==> src/rtl/row_serializer.sv <==
// Row-to-word serializer: takes a SIZE-word row in parallel and streams it
// oldest-first (word SIZE-1 down to word 0), with one pending row buffered behind it.
module row_serializer #(
    parameter int SIZE       = 5,
    parameter int DATA_WIDTH = 16
) (
    input  logic                         clock,
    input  logic                         reset,
    input  logic [SIZE*DATA_WIDTH-1:0]   data_in,
    input  logic                         load_valid,
    output logic                         load_ready,
    output logic [DATA_WIDTH-1:0]        shift_out,
    output logic                         out_valid,
    input  logic                         out_ready,
    output logic                         out_last,
    output logic                         busy
);

    localparam int IDX_W = (SIZE > 1) ? $clog2(SIZE) : 1;
    localparam logic [IDX_W-1:0] LAST_IDX = IDX_W'(SIZE - 1);

    typedef logic [SIZE-1:0][DATA_WIDTH-1:0] row_t;

    row_t             active_row, pending_row;
    row_t             active_row_nxt, pending_row_nxt;
    row_t             row_in;
    logic             active_full, pending_full;
    logic             active_full_nxt, pending_full_nxt;
    logic [IDX_W-1:0] idx, idx_nxt;
    logic             load_acc, xfer, last_xfer;

    // Packed row layout puts word k at bits [k*DATA_WIDTH +: DATA_WIDTH].
    assign row_in    = data_in;

    assign load_ready = !pending_full;
    assign load_acc   = load_valid && load_ready;
    assign xfer       = active_full && out_ready;
    assign last_xfer  = xfer && (idx == '0);

    // Next-state logic
    always_comb begin
        active_row_nxt   = active_row;
        pending_row_nxt  = pending_row;
        active_full_nxt  = active_full;
        pending_full_nxt = pending_full;
        idx_nxt          = idx;

        if (last_xfer) begin
            if (pending_full) begin
                active_row_nxt   = pending_row;
                pending_full_nxt = 1'b0;
                idx_nxt          = LAST_IDX;
            end else if (load_acc) begin
                active_row_nxt = row_in;
                idx_nxt        = LAST_IDX;
            end else begin
                active_full_nxt = 1'b0;
            end
        end else begin
            if (xfer)
                idx_nxt = idx - IDX_W'(1);
            if (load_acc) begin
                if (!active_full) begin
                    active_row_nxt  = row_in;
                    active_full_nxt = 1'b1;
                    idx_nxt         = LAST_IDX;
                end else begin
                    pending_row_nxt  = row_in;
                    pending_full_nxt = 1'b1;
                end
            end
        end
    end

    // State registers; row data is cleared too so shift_out reads 0 in reset.
    always_ff @(posedge clock or negedge reset) begin
        if (!reset) begin
            active_row   <= '0;
            pending_row  <= '0;
            active_full  <= 1'b0;
            pending_full <= 1'b0;
            idx          <= '0;
        end else begin
            active_row   <= active_row_nxt;
            pending_row  <= pending_row_nxt;
            active_full  <= active_full_nxt;
            pending_full <= pending_full_nxt;
            idx          <= idx_nxt;
        end
    end

    // Outputs
    always_comb begin
        out_valid = active_full;
        shift_out = active_full ? active_row[idx] : '0;
        out_last  = active_full && (idx == '0);
        busy      = active_full || pending_full;
    end

endmodule

==> config.mk <==
export PLATFORM = sky130hd
export DESIGN_NAME = row_serializer
export DESIGN_NICKNAME = d
export VERILOG_FILES = /design/src/rtl/row_serializer.sv
export SDC_FILE = /design/constraint.sdc
export NUM_CORES = 1
export LEC_CHECK = 0
export BUFFER_PORTS_ARGS = -buffer_cell sky130_fd_sc_hd__buf_2
export CAP_MARGIN = 20
export CELL_PAD_IN_SITES_DETAIL_PLACEMENT = 0
export CELL_PAD_IN_SITES_GLOBAL_PLACEMENT = 2
export CORE_ASPECT_RATIO = 0.6
export CORE_MARGIN = 1
export CORE_UTILIZATION = 40
export DETAILED_ROUTE_END_ITERATION = 6
export PLACE_DENSITY_LB_ADDON = 0.2
export RECOVER_POWER = 50
export SLEW_MARGIN = 20
export SYNTH_ARGS = -nofsm -noshare
export SYNTH_HDL_FRONTEND = slang
export SYNTH_SLANG_ARGS = --single-unit
export TNS_END_PERCENT = 5
==> constraint.sdc <==
create_clock -name clock -period 2.5 [get_ports clock]
set_input_delay 0.125 -clock clock [delete_from_list [all_inputs] [get_ports clock]]
set_output_delay 0.125 -clock clock [all_outputs]
set_load 0.1 [all_outputs]
# Word level (Yosys, flattened, before mapping)
# Index checks and enable logic that the tools add are counted.
dict set report op_classes {
  n_addsub 1
  n_lt_le_gt_ge 1
  n_eq_ne 4
  n_mux 21
  n_bitwise 1
  n_reduce_logical 14
}
# cell n
set op_table {}
lappend op_table {{two-way mux 80 bit} 5}
lappend op_table {{binary-select mux 16 bit (select 3 bit)} 1}
lappend op_table {{two-way mux 16 bit} 2}
lappend op_table {{two-way mux 3 bit} 6}
lappend op_table {{AND reduction 3 bit} 3}
lappend op_table {{two-way mux 1 bit} 7}
lappend op_table {{nonzero test 2 bit} 3}
lappend op_table {{logical AND 1 bit} 4}
lappend op_table {{< comparator 3 x 4 -> 1 bit, second input constant} 1}
lappend op_table {{inequality test 2 bit, second input constant} 2}
lappend op_table {{logical NOT 3 bit} 1}
lappend op_table {{inequality test 3 bit, second input constant} 1}
lappend op_table {{subtractor 3 x 1 -> 3 bit, second input constant} 1}
lappend op_table {{inequality test 2 x 1 -> 1 bit, second input constant} 1}
lappend op_table {{AND reduction 2 bit} 1}
lappend op_table {{logical NOT 1 bit} 1}
lappend op_table {{logical OR 1 bit} 1}
lappend op_table {{NOT 1 bit} 1}
dict set report totals {
  register_bits 165
  inputBits 84
  elab_cells 55
}

# Depth between registers and ports, before layout
# Gate-level depths: netlist of the first run.
dict set report logic_depth {
  depth_word 5
  ltp_mapped 10
  depth_no_buf 5
}

# Least setup slack after synthesis of the first run
# No wires, ideal clock.
dict set report synth_timing {
  kind {register to output}
  from {register active_full (netlist: out_valid)}
  to {output shift_out[10]}
  arrival_ns 3.306
  slack_ns -0.931
  path_stages_with_launch 6
  path_buffers 3
  cell_sequence {dfrtp_1 > buf_2 > buf_2 > nand3b_1 > clkbuf_1 > o22ai_1}
}
dict set report synth_between {
  elab_chain_cells 1
}
# item line
set synth_lines {}
lappend synth_lines {{from (decl)} 27} ;# logic active_full, pending_full;
lappend synth_lines {{from (signal assigned)} 86} ;# active_full <= active_full_nxt;
lappend synth_lines {{two-way mux 16 bit} 95} ;# shift_out = active_full ? active_row[idx] : '0;
lappend synth_lines {{to (decl)} 12} ;# output logic [DATA_WIDTH-1:0] shift_out,
# No other way between the ends.

# Worst setup path in the final report of the first run
dict set report layout_timing {
  from {register idx[2]}
  to {output shift_out[11]}
}
dict set report layout_between {
  elab_chain_cells 3
}
# item line
set layout_lines {}
lappend layout_lines {{from (decl)} 29} ;# logic [IDX_W-1:0] idx, idx_nxt;
lappend layout_lines {{from (signal assigned)} 88} ;# idx <= idx_nxt;
lappend layout_lines {{binary-select mux 16 bit (select 3 bit)} 95}
lappend layout_lines {{two-way mux 16 bit (not written as such)} 95}
lappend layout_lines {{two-way mux 16 bit} 95}
# No other way between the ends. The select of a mux whose other input is x is not followed.

==> results.txt, run 1 <==
Outcome: complete, no violations
Die W: 179 um
Slew @ Worst Pin: 1370 ps
Most frequent cells in the layout: dfrtp_1, mux2_2, buf_2
Most Crowded Layer GR: met1
Crit-path max FO: 12
Worst reg2reg path depth: 6
WHS: 19.4 ps
Clk_lat worst skew: 420 ps
Flops & latches, synth: 165
First-pass GRT wire length: 32.8 mm
Ports: 104
HPWL after detailed placement: 13.4 mm
HP Class: in2reg
Post-synthesis cell type count: 37
Leak Pwr: 4.10 nW
DRC: 0
Worst slack, placed: 323 ps
Max Slew Vio Count: 0
Area growth syn-to-layout: 34.8%
Post-synth EDFFs: 0
GR Util met2: 32.6%
Clk sinks: 165
Final Cell Area: 10,100 sq um
Die area: 19,400 sq um
Part of the Yosys area used for sequential elements: 54.9%
Max frequency: 418 MHz
CP endpoint kind: output port
TritonCTS buffer count: 17
Final Cycle Share: 95.8%
Worst reg2reg endpoint: active_row[1]$_DFFE_PN0P_
Clock skew: 9.49 ps
Clock transition at path regs: 60 ps
Antenna violations before repair: 0
Post-DP Area: 8680 sq um
WHS Endpoint: pending_full$_DFFE_PN0P_
Vias in the first global route: 5,506
Via density: 5.67
Peak VDD IR: 0.972 mV
Pwr per Cell Area: 1510 nW/um^2
Synthesized net count: 645
TritonRoute pass-1 iters: 4
Die height: 108 um
Ys flop type: dfrtp_1
Worst slew margin: 8.96%
Grt ovf: 0
Most common cell after layout, fill and taps aside: dfrtp_1
Final wirelength: 20.8 mm
HP Start: out_ready
Row count: 38
Placer Congestion: 0.728
Maxcap violations: 0
Tmin final: 2390 ps
Ant diodes: 0
Met3 GRT Util: 5.52%
Routed len/inst: 21.3 um
Iter 0 DRT Violations: 404
Critical path arrival: 2270 ps
Syn_area_per_cell: 13.4 sq um
GRT Overall Usage: 22.9%
Routed Antenna Nets: 0
Layout Nets: 812
Final Hold Vio Count: 0
Share of cells above drive strength 1: 46.7%
Register Area: 4130 sq um
Final setup TNS: 0 ps
Largest net degree at the start of global routing: 93
Core footprint: 18,200 sq um
Required time worst endpoint: 2380 ps
FILL cells: 1,504
Setup ws final: 105 ps
CTS tree: built
Clock tree buffer depth: 2
Yosys Warn Count: 0
Met1 Use GR: 34.9%
Initial core utilization: 41.3%
Via Count: 5,541
Post-synthesis cell count: 559
Hold path cells: 2
RSZ-0062 raised after global routing: no
Clock root buffer: clkbuf_16
RR Startpoint: idx[0]$_DFFE_PN0P_
CP Launch Type: register
H-tree levels: 4
Port bufs: 103
Setup CP Type: reg2out
Finish-stage setup viols: 0
Area of the multi-input gates: 3310 sq um
Asr flop ratio synth: 100%
Mapped Area: 7520 sq um
Flop2flop setup slack: 350 ps
[layer usage]
metal	vias to the layer above	routed length, um
met5	-	0
met4	0	91
met3	7	999
met2	136	9100
met1	2866	10600
li1	2532	-
[cell type report]
| type | instances | area share, % |
|---|---|---|
| flip-flops and latches | 165 | 40.8 |
| clock inverters | 13 | 2.05 |
| clock buffers | 18 | 4.24 |
| repair buffers | 202 | 17.1 |
| well taps | 240 | 2.96 |
| inverters | 3 | 0.111 |
| multi-input cells | 337 | 32.7 |
[kinds of logic after synthesis]
kind of cell / count (synthesis) / share of synthesized area, %
flip-flops: 165 / 54.9
AND/OR/NAND/NOR: 97 / 8.12
AO/OA/AOI/OAI: 126 / 16.3
adder cells (fa/ha/maj): 2 / 0.333
multiplexers: 112 / 16.5
buffers and inverters: 57 / 3.76
[worst max-delay path by stage]
stage	start	endpoint	cells after the start
finish	idx[2]$_DFFE_PN0P_	shift_out[11]	5
global route	reset	active_row[17]$_DFFE_PN0P_	3
CTS	idx[2]$_DFFE_PN0P_	shift_out[7]	5
detailed placement	idx[2]$_DFFE_PN0P_	shift_out[7]	5
global placement	idx[2]$_DFFE_PN0P_	shift_out[8]	5
floorplan	out_valid$_DFFE_PN0P_	shift_out[10]	5
[critical path, cell delays in order, from the launching register on]
cell and delay, ps:
dfrtp_2 540, buf_4 290, mux2_2 370, a22oi_1 320
o22ai_4 130, buf_12 200
[flip-flops by register name, indices dropped and copies added, names as in the netlist]
signal / cells
idx: 3
pending_full: 1
active_row: 80
out_valid: 1
pending_row: 80
[through the flow]
stage / total power, W / utilization (%) / std cells
final: 0.0153 / 55.6 / 978
after global routing: 0.0161 / 55.6 / 978
after CTS: 0.0154 / 55.6 / 978
after detailed placement: 0.0124 / 47.7 / 866
after global placement: 0.0122 / 47.7 / 866
after floorplan: 0.00991 / - / 559
[synthesized netlist by cell type, drive strengths merged (2+ instances only)]
| cell | n | area share, % |
|---|---|---|
| a21oi | 3 | 0.20 |
| a22oi | 16 | 1.8 |
| buf | 28 | 2.3 |
| clkbuf | 26 | 1.3 |
| dfrtp | 165 | 55 |
| ha | 2 | 0.33 |
| inv | 2 | 0.10 |
| mux2 | 96 | 14 |
| mux2i | 16 | 2.1 |
| nand2 | 5 | 0.25 |
| nand2b | 3 | 0.25 |
| nand3b | 2 | 0.37 |
| nor2b | 2 | 0.17 |
| o21ai | 4 | 0.27 |
| o221a | 79 | 12 |
| o22ai | 17 | 1.4 |
| or3 | 79 | 6.6 |
[power by group]
group          leakage [nW]  internal (W)  switching, W  total [W]
Clock                 0.310       0.00177       0.00108    0.00285
Sequential             1.82       0.00382      0.000683    0.00451
Combinational          1.97       0.00333       0.00464    0.00797
Total                  4.10       0.00892       0.00641     0.0153
[repair_timing]
action,CTS,global route
buffers inserted,0,0
hold buffers,81,0
gates resized for setup,1,5
hold endpoints to repair,206,0
endpoints found under the setup margin,12,7
Note: power is estimated with default switching activity, not from simulation.
==> inputs of run 2 (changes only) <==
--- a/config.mk
+++ b/config.mk
@@ -10,7 +10,7 @@
 export CELL_PAD_IN_SITES_DETAIL_PLACEMENT = 0
 export CELL_PAD_IN_SITES_GLOBAL_PLACEMENT = 2
 export CORE_ASPECT_RATIO = 0.6
-export CORE_MARGIN = 1
+export CORE_MARGIN = 5
 export CORE_UTILIZATION = 40
 export DETAILED_ROUTE_END_ITERATION = 6
 export PLACE_DENSITY_LB_ADDON = 0.2
==> run 2 against run 1 <==
Net effect: clock power down 5%; via count fell by 0.72%; total power down 0.94%; first-iteration DRC count decreased by 13%; largest cell class unchanged; maximum frequency rose by 6.0%; cell area fell by 0.72%; setup slack better by 130 ps; register-to-register slack worse by 70 ps; the run now ends with max-capacitance violations, max-slew violations left; hold slack lost 18 ps; clock-buffer cell count rose by 1; sequential share of layout area grew 0.28 points.
==> results.txt, run 2 (synthesis results as in run 1) <==
Leak Pwr: 4.07 nW (was 4.10 nW)
Setup CP Type: reg2out (unchanged)
Peak VDD IR: 0.962 mV (was 0.972 mV)
Area of the multi-input gates: 3280 sq um (was 3310 sq um)
Setup ws final: 240 ps (was 105 ps)
Clock power share: 17.8% (was 18.6%)
Via Count: 5,501 (was 5,541)
Initial core utilization: 41.2% (was 41.3%)
CP Launch Type: register (unchanged)
Clock tree buffer depth: 2 (unchanged)
Clock transition at path regs: 70 ps (was 60 ps)
HP Start: out_ready (unchanged)
GRT Overall Usage: 20.6% (was 22.9%)
Post-route insts no fill: 977 (was 978)
Via density: 5.63 (was 5.67)
HPWL after detailed placement: 14.4 mm (was 13.4 mm)
Pwr per Cell Area: 1510 nW/um^2 (about the same)
Share of cells above drive strength 1: 46.3% (was 46.7%)
Core Util, Final: 55.1% (was 55.6%)
Iter 0 DRT Violations: 353 (was 404)
Die height: 116 um (was 108 um)
Routed Antenna Nets: 0 (unchanged)
Final wirelength: 21.7 mm (was 20.8 mm)
Critical path arrival: 2130 ps (was 2270 ps)
Max frequency: 443 MHz (was 418 MHz)
Antenna violations before repair: 0 (unchanged)
TritonRoute pass-1 iters: 4 (unchanged)
First-pass GRT wire length: 34.9 mm (was 32.8 mm)
Max Slew Vio Count: 33 (was 0)
DRC: 0 (unchanged)
TritonCTS buffer count: 17 (unchanged)
Die W: 187 um (was 179 um)
H-tree levels: 4 (unchanged)
Reg power frac: 29.6% (was 29.4%)
Most frequent cells in the layout: dfrtp_1, mux2_2, buf_2 (unchanged)
Placer Congestion: 0.824 (was 0.728)
Clk_lat worst skew: 430 ps (was 420 ps)
Row count: 38 (unchanged)
Cells after DPL: 869 (was 866)
HP Class: in2reg (unchanged)
Die area: 21,700 sq um (was 19,400 sq um)
Layout Nets: 810 (was 812)
Clk sinks: 165 (unchanged)
FILL cells: 1,534 (was 1,504)
RR Startpoint: idx[1]$_DFFE_PN0P_ (was idx[0]$_DFFE_PN0P_)
Required time worst endpoint: 2380 ps (about the same)
Post-CTS Resized: 0 (was 1)
Outcome: finished, violations left (was complete, no violations)
Routed len/inst: 22.2 um (was 21.3 um)
Most common cell after layout, fill and taps aside: dfrtp_1 (unchanged)
Finish-stage setup viols: 0 (unchanged)
Area growth syn-to-layout: 33.8% (was 34.8%)
Logic gate share of total power: 52.5% (was 52.0%)
Ports: 104 (unchanged)
Final setup TNS: 0 ps (unchanged)
Final Hold Vio Count: 0 (unchanged)
CTS tree: built (unchanged)
Register Area: 4130 sq um (about the same)
Worst slew margin: -15.1% (was 8.96%)
Maxcap violations: 1 (was 0)
Core footprint: 18,300 sq um (was 18,200 sq um)
Slew @ Worst Pin: 1730 ps (was 1370 ps)
Worst slack, placed: 616 ps (was 323 ps)
Clock skew: 12.7 ps (was 9.49 ps)
CP Launch Point: idx[2]$_DFFE_PN0P_ (unchanged)
Grt ovf: 0 (unchanged)
CP endpoint kind: output port (unchanged)
Int Power: 0.00869 W (was 0.00892 W)
Switching fraction of total power: 42.8% (was 41.8%)
Vias in the first global route: 5,654 (was 5,506)
Clock root buffer: clkbuf_16 (unchanged)
Leading registers by flop count: active_row (80), pending_row (80), idx (3) (unchanged)
Final Cycle Share: 90.4% (was 95.8%)
Crit-path max FO: 13 (was 12)
Failing checks: max-capacitance violations, max-slew violations
Largest net degree at the start of global routing: 77 (was 93)
RSZ-0062 raised after global routing: no (unchanged)
Ant diodes: 0 (unchanged)
Tmin final: 2260 ps (was 2390 ps)
Port bufs: 103 (unchanged)
Switching pwr: 0.00649 W (was 0.00641 W)
run 2: cell types whose count changed in the layout (fill, tap and decap cells not counted), sizes merged:
cell         before  now
inv               2    8
dlygate4sd3      81   76
clkinv            8    4
clkinvlp          1    2
buf             116  118
dlygate4sd2       0    1
bufinv            5    2
clkbuf           23   24
run 2: final timing paths:
kind / cells past startpoint / slack, ps / to
worst min-delay path: 2 / 2 / pending_full$_DFFE_PN0P_
max in group asynchronous: 3 / 520 / active_row[15]$_DFFE_PN0P_
worst max-delay path: 5 / 240 / shift_out[0]
min in group asynchronous: 2 / 830 / pending_row[74]$_DFFE_PN0P_
worst max register to register: 6 / 280 / active_row[62]$_DFFE_PN0P_
worst min register to register: 1 / 500 / pending_row[48]$_DFFE_PN0P_
run 2: final cells by class:
cell class	count	share of cell area, %
timing repair buffer	200	17.2
tap	240	2.99
clock buffer	19	4.40
inverter	3	0.112
sequential	165	41.1
clock inverter	13	1.60
multi-input combinational	337	32.6
run 2: repair_timing:
action                                  in CTS  in global routing
endpoints found under the setup margin       0                  0
hold buffers                                76                  0
setup buffers                                0                  0
hold endpoints to repair                   134                  0
run 2: through the flow:
stage	area, sq um	total power, W	hold slack, ps
after floorplan	7710	0.00991	-171
after global placement	8720	0.0123	49.6
after detailed placement	8720	0.0125	49.3
after CTS	10100	0.0153	0.235
after global routing	10100	0.0159	-6.81
final	10100	0.0152	1.71
run 2: power by group through the flow:
stage | combinational, W | clock (W) | sequential (W)
final | 0.00798 | 0.00271 | 0.00450
after global routing | 0.00840 | 0.00286 | 0.00463
after CTS | 0.00806 | 0.00276 | 0.00448
after detailed placement | 0.00795 | 0 | 0.00453
after global placement | 0.00785 | 0 | 0.00448
after floorplan | 0.00562 | 0 | 0.00428
run 2: critical path: stages (launching register included):
cell	delay (ps)
dfrtp_1	380
buf_4	200
nand3b_1	360
buf_4	350
o22ai_2	200
buf_12	210
run 2: routing by layer:
| metal | GRT usage (%) | wire, um | up-vias | share of wire [%] |
|---|---|---|---|---|
| li1 | - | - | 2510 | - |
| met1 | 31.5 | 11100 | 2830 | 51 |
| met2 | 29.4 | 9110 | 142 | 42 |
| met3 | 5.47 | 1300 | 19 | 6.0 |
| met4 | 4.63 | 214 | 0 | 0.98 |
| met5 | 0 | 0 | - | 0 |
==> inputs of run 3 (changes only) <==
==> constraint.sdc (replaced) <==
create_clock -name clock -period 2.5 [get_ports clock]
set_input_delay 0.5 -clock clock [delete_from_list [all_inputs] [get_ports clock]]
set_output_delay 0.5 -clock clock [all_outputs]
set_load 0.1 [all_outputs]
==> run 3 against run 2 <==
Net effect: the flow still finishes with violations (max-capacitance violations, max-slew violations); wire length is 3.4% lower; clock-buffer cell count fell by 2; clock skew decreased by 4.3 ps; combinational power is 1% higher; first-iteration DRC count rose by 13%; flip-flop and latch count stayed put; register-to-register slack is essentially flat; critical path type unchanged.
==> results.txt, run 3 (synthesis results as in run 1) <==
Leading registers by flop count: active_row (80), pending_row (80), idx (3) (unchanged)
Share of cells above drive strength 1: 55.0% (was 46.3%)
Row count: 38 (unchanged)
Via density: 5.89 (was 5.63)
Ports: 104 (unchanged)
Finish-stage setup viols: 0 (unchanged)
FILL cells: 1,594 (was 1,534)
WHS: 314 ps (was 1.71 ps)
First-pass GRT wire length: 33.2 mm (was 34.9 mm)
DRC: 0 (unchanged)
Most common cell after layout, fill and taps aside: dfrtp_1 (unchanged)
Routed len/inst: 23.2 um (was 22.2 um)
Post-DP Area: 8790 sq um (was 8720 sq um)
GR Util met2: 29.6% (was 29.4%)
Met3 GRT Util: 4.39% (was 5.47%)
Placer Congestion: 0.778 (was 0.824)
Clock tree buffer depth: 2 (unchanged)
HPWL after detailed placement: 14.0 mm (was 14.4 mm)
Die W: 187 um (unchanged)
TritonRoute pass-1 iters: 4 (unchanged)
CP endpoint kind: output port (unchanged)
Area growth syn-to-layout: 25.4% (was 33.8%)
Most Crowded Layer GR: met1 (unchanged)
Ant diodes: 0 (unchanged)
Max Slew Vio Count: 58 (was 33)
Clk sinks: 165 (unchanged)
Clk_lat worst skew: 430 ps (about the same)
HP Class: in2reg (unchanged)
CTS tree: built (unchanged)
Die height: 116 um (unchanged)
RR Startpoint: idx[1]$_DFFE_PN0P_ (unchanged)
Antenna violations before repair: 0 (unchanged)
Failing checks: max-capacitance violations, max-slew violations (unchanged)
HP Start: data_in[68] (was out_ready)
Outcome: finished, violations left (unchanged)
RSZ-0062 raised after global routing: yes (was no)
Maxcap violations: 1 (unchanged)
Port bufs: 103 (unchanged)
Clock transition at path regs: 70 ps (about the same)
Slew @ Worst Pin: 1570 ps (was 1730 ps)
Required time worst endpoint: 2000 ps (was 2380 ps)
Clock skew: 8.45 ps (was 12.7 ps)
Most frequent cells in the layout: dfrtp_1, mux2_2, buf_2 (unchanged)
Peak VDD IR: 0.897 mV (was 0.962 mV)
Critical path arrival: 1970 ps (was 2130 ps)
WHS Endpoint: pending_row[68]$_DFFE_PN0P_ (was pending_full$_DFFE_PN0P_)
Hold path cells: 2 (unchanged)
Die area: 21,700 sq um (unchanged)
Pwr per Cell Area: 1610 nW/um^2 (was 1510 nW/um^2)
Worst reg2reg path depth: 6 (unchanged)
Grt ovf: 0 (unchanged)
Power Total: 0.0152 W (about the same)
Final Hold Vio Count: 0 (unchanged)
Leak Pwr: 3.79 nW (was 4.07 nW)
H-tree levels: 4 (unchanged)
Crit-path max FO: 12 (was 13)
Flop2flop setup slack: 280 ps (about the same)
Via Count: 5,337 (was 5,501)
Final wirelength: 21.0 mm (was 21.7 mm)
Final setup TNS: 0 ps (unchanged)
Vias in the first global route: 5,598 (was 5,654)
GRT Overall Usage: 19.9% (was 20.6%)
Largest net degree at the start of global routing: 69 (was 77)
Worst slew margin: -4.87% (was -15.1%)
TritonCTS buffer count: 17 (unchanged)
Worst reg2reg endpoint: active_row[30]$_DFFE_PN0P_ (was active_row[62]$_DFFE_PN0P_)
Layout Nets: 739 (was 810)
Tmin final: 2470 ps (was 2260 ps)
Core footprint: 18,300 sq um (unchanged)
Iter 0 DRT Violations: 400 (was 353)
Clock root buffer: clkbuf_16 (unchanged)
Setup CP Type: reg2out (unchanged)
Final Cell Area: 9430 sq um (was 10,100 sq um)
Max frequency: 405 MHz (was 443 MHz)
Initial core utilization: 41.2% (unchanged)
CP Launch Type: register (unchanged)
Routed Antenna Nets: 0 (unchanged)
Met1 Use GR: 29.7% (was 31.5%)
Final Cycle Share: 98.7% (was 90.4%)
run 3: cell count changes in the layout (fill, tap and decap cells not counted), moves of 2 or more:
cell and change:
a22oi_1 -9, a22oi_2 +9, buf_12 +2, buf_2 +2
buf_6 +2, clkbuf_1 -4, clkinvlp_4 +2, dlygate4sd3_1 -76
inv_6 +2, inv_8 -3
run 3: repair_timing:
item                       in CTS  in global routing
resized for setup               9                  7
hold buffers                    0                  0
setup endpoints to repair       9                 14
buffers inserted                0                  0
pin swaps                       0                  1
run 3: power breakdown:
group          total, W  leakage (nW)  switching [W]  internal [W]
Combinational   0.00808          1.69        0.00467       0.00341
Clock           0.00266         0.277        0.00116       0.00149
Sequential      0.00448          1.82       0.000657       0.00382
run 3: metrics by stage:
step | setup WS (ps) | std cells | util [%]
after floorplan | -209 | 559 | -
after global placement | 309 | 874 | 48.2
after detailed placement | 267 | 874 | 48.2
after CTS | 0.889 | 906 | 51.7
after global routing | -33.2 | 906 | 51.7
final | 32.1 | 906 | 51.7
run 3: worst max-delay path by stage:
stage | start | endpoint | cells past startpoint
finish | idx[2]$_DFFE_PN0P_ | shift_out[10] | 5
floorplan | out_valid$_DFFE_PN0P_ | shift_out[0] | 4
CTS | idx[2]$_DFFE_PN0P_ | shift_out[14] | 5
global placement | idx[1]$_DFFE_PN0P_ | active_row[59]$_DFFE_PN0P_ | 6
detailed placement | idx[1]$_DFFE_PN0P_ | active_row[61]$_DFFE_PN0P_ | 6
global route | idx[2]$_DFFE_PN0P_ | shift_out[1] | 5
run 3: layout make-up:
class	count	area [sq um]	share of cell area [%]
well taps	240	300	3.18
repair buffers	129	1040	11.1
inverters	3	11.3	0.119
flip-flops and latches	165	4130	43.8
multi-input cells	337	3350	35.5
clock buffers	17	425	4.51
clock inverters	15	169	1.79
run 3: worst max-delay path, stage by stage (launching register included):
cell     delay [ps]
dfrtp_1         350
buf_4           230
mux2_2          390
a22oi_2         260
o22ai_4         120
buf_12          190
run 3: metal layers:
metal	part of all wire, %	vias up
li1	-	2375
met1	50	2823
met2	44	126
met3	4.5	13
met4	0.90	0
met5	0	-
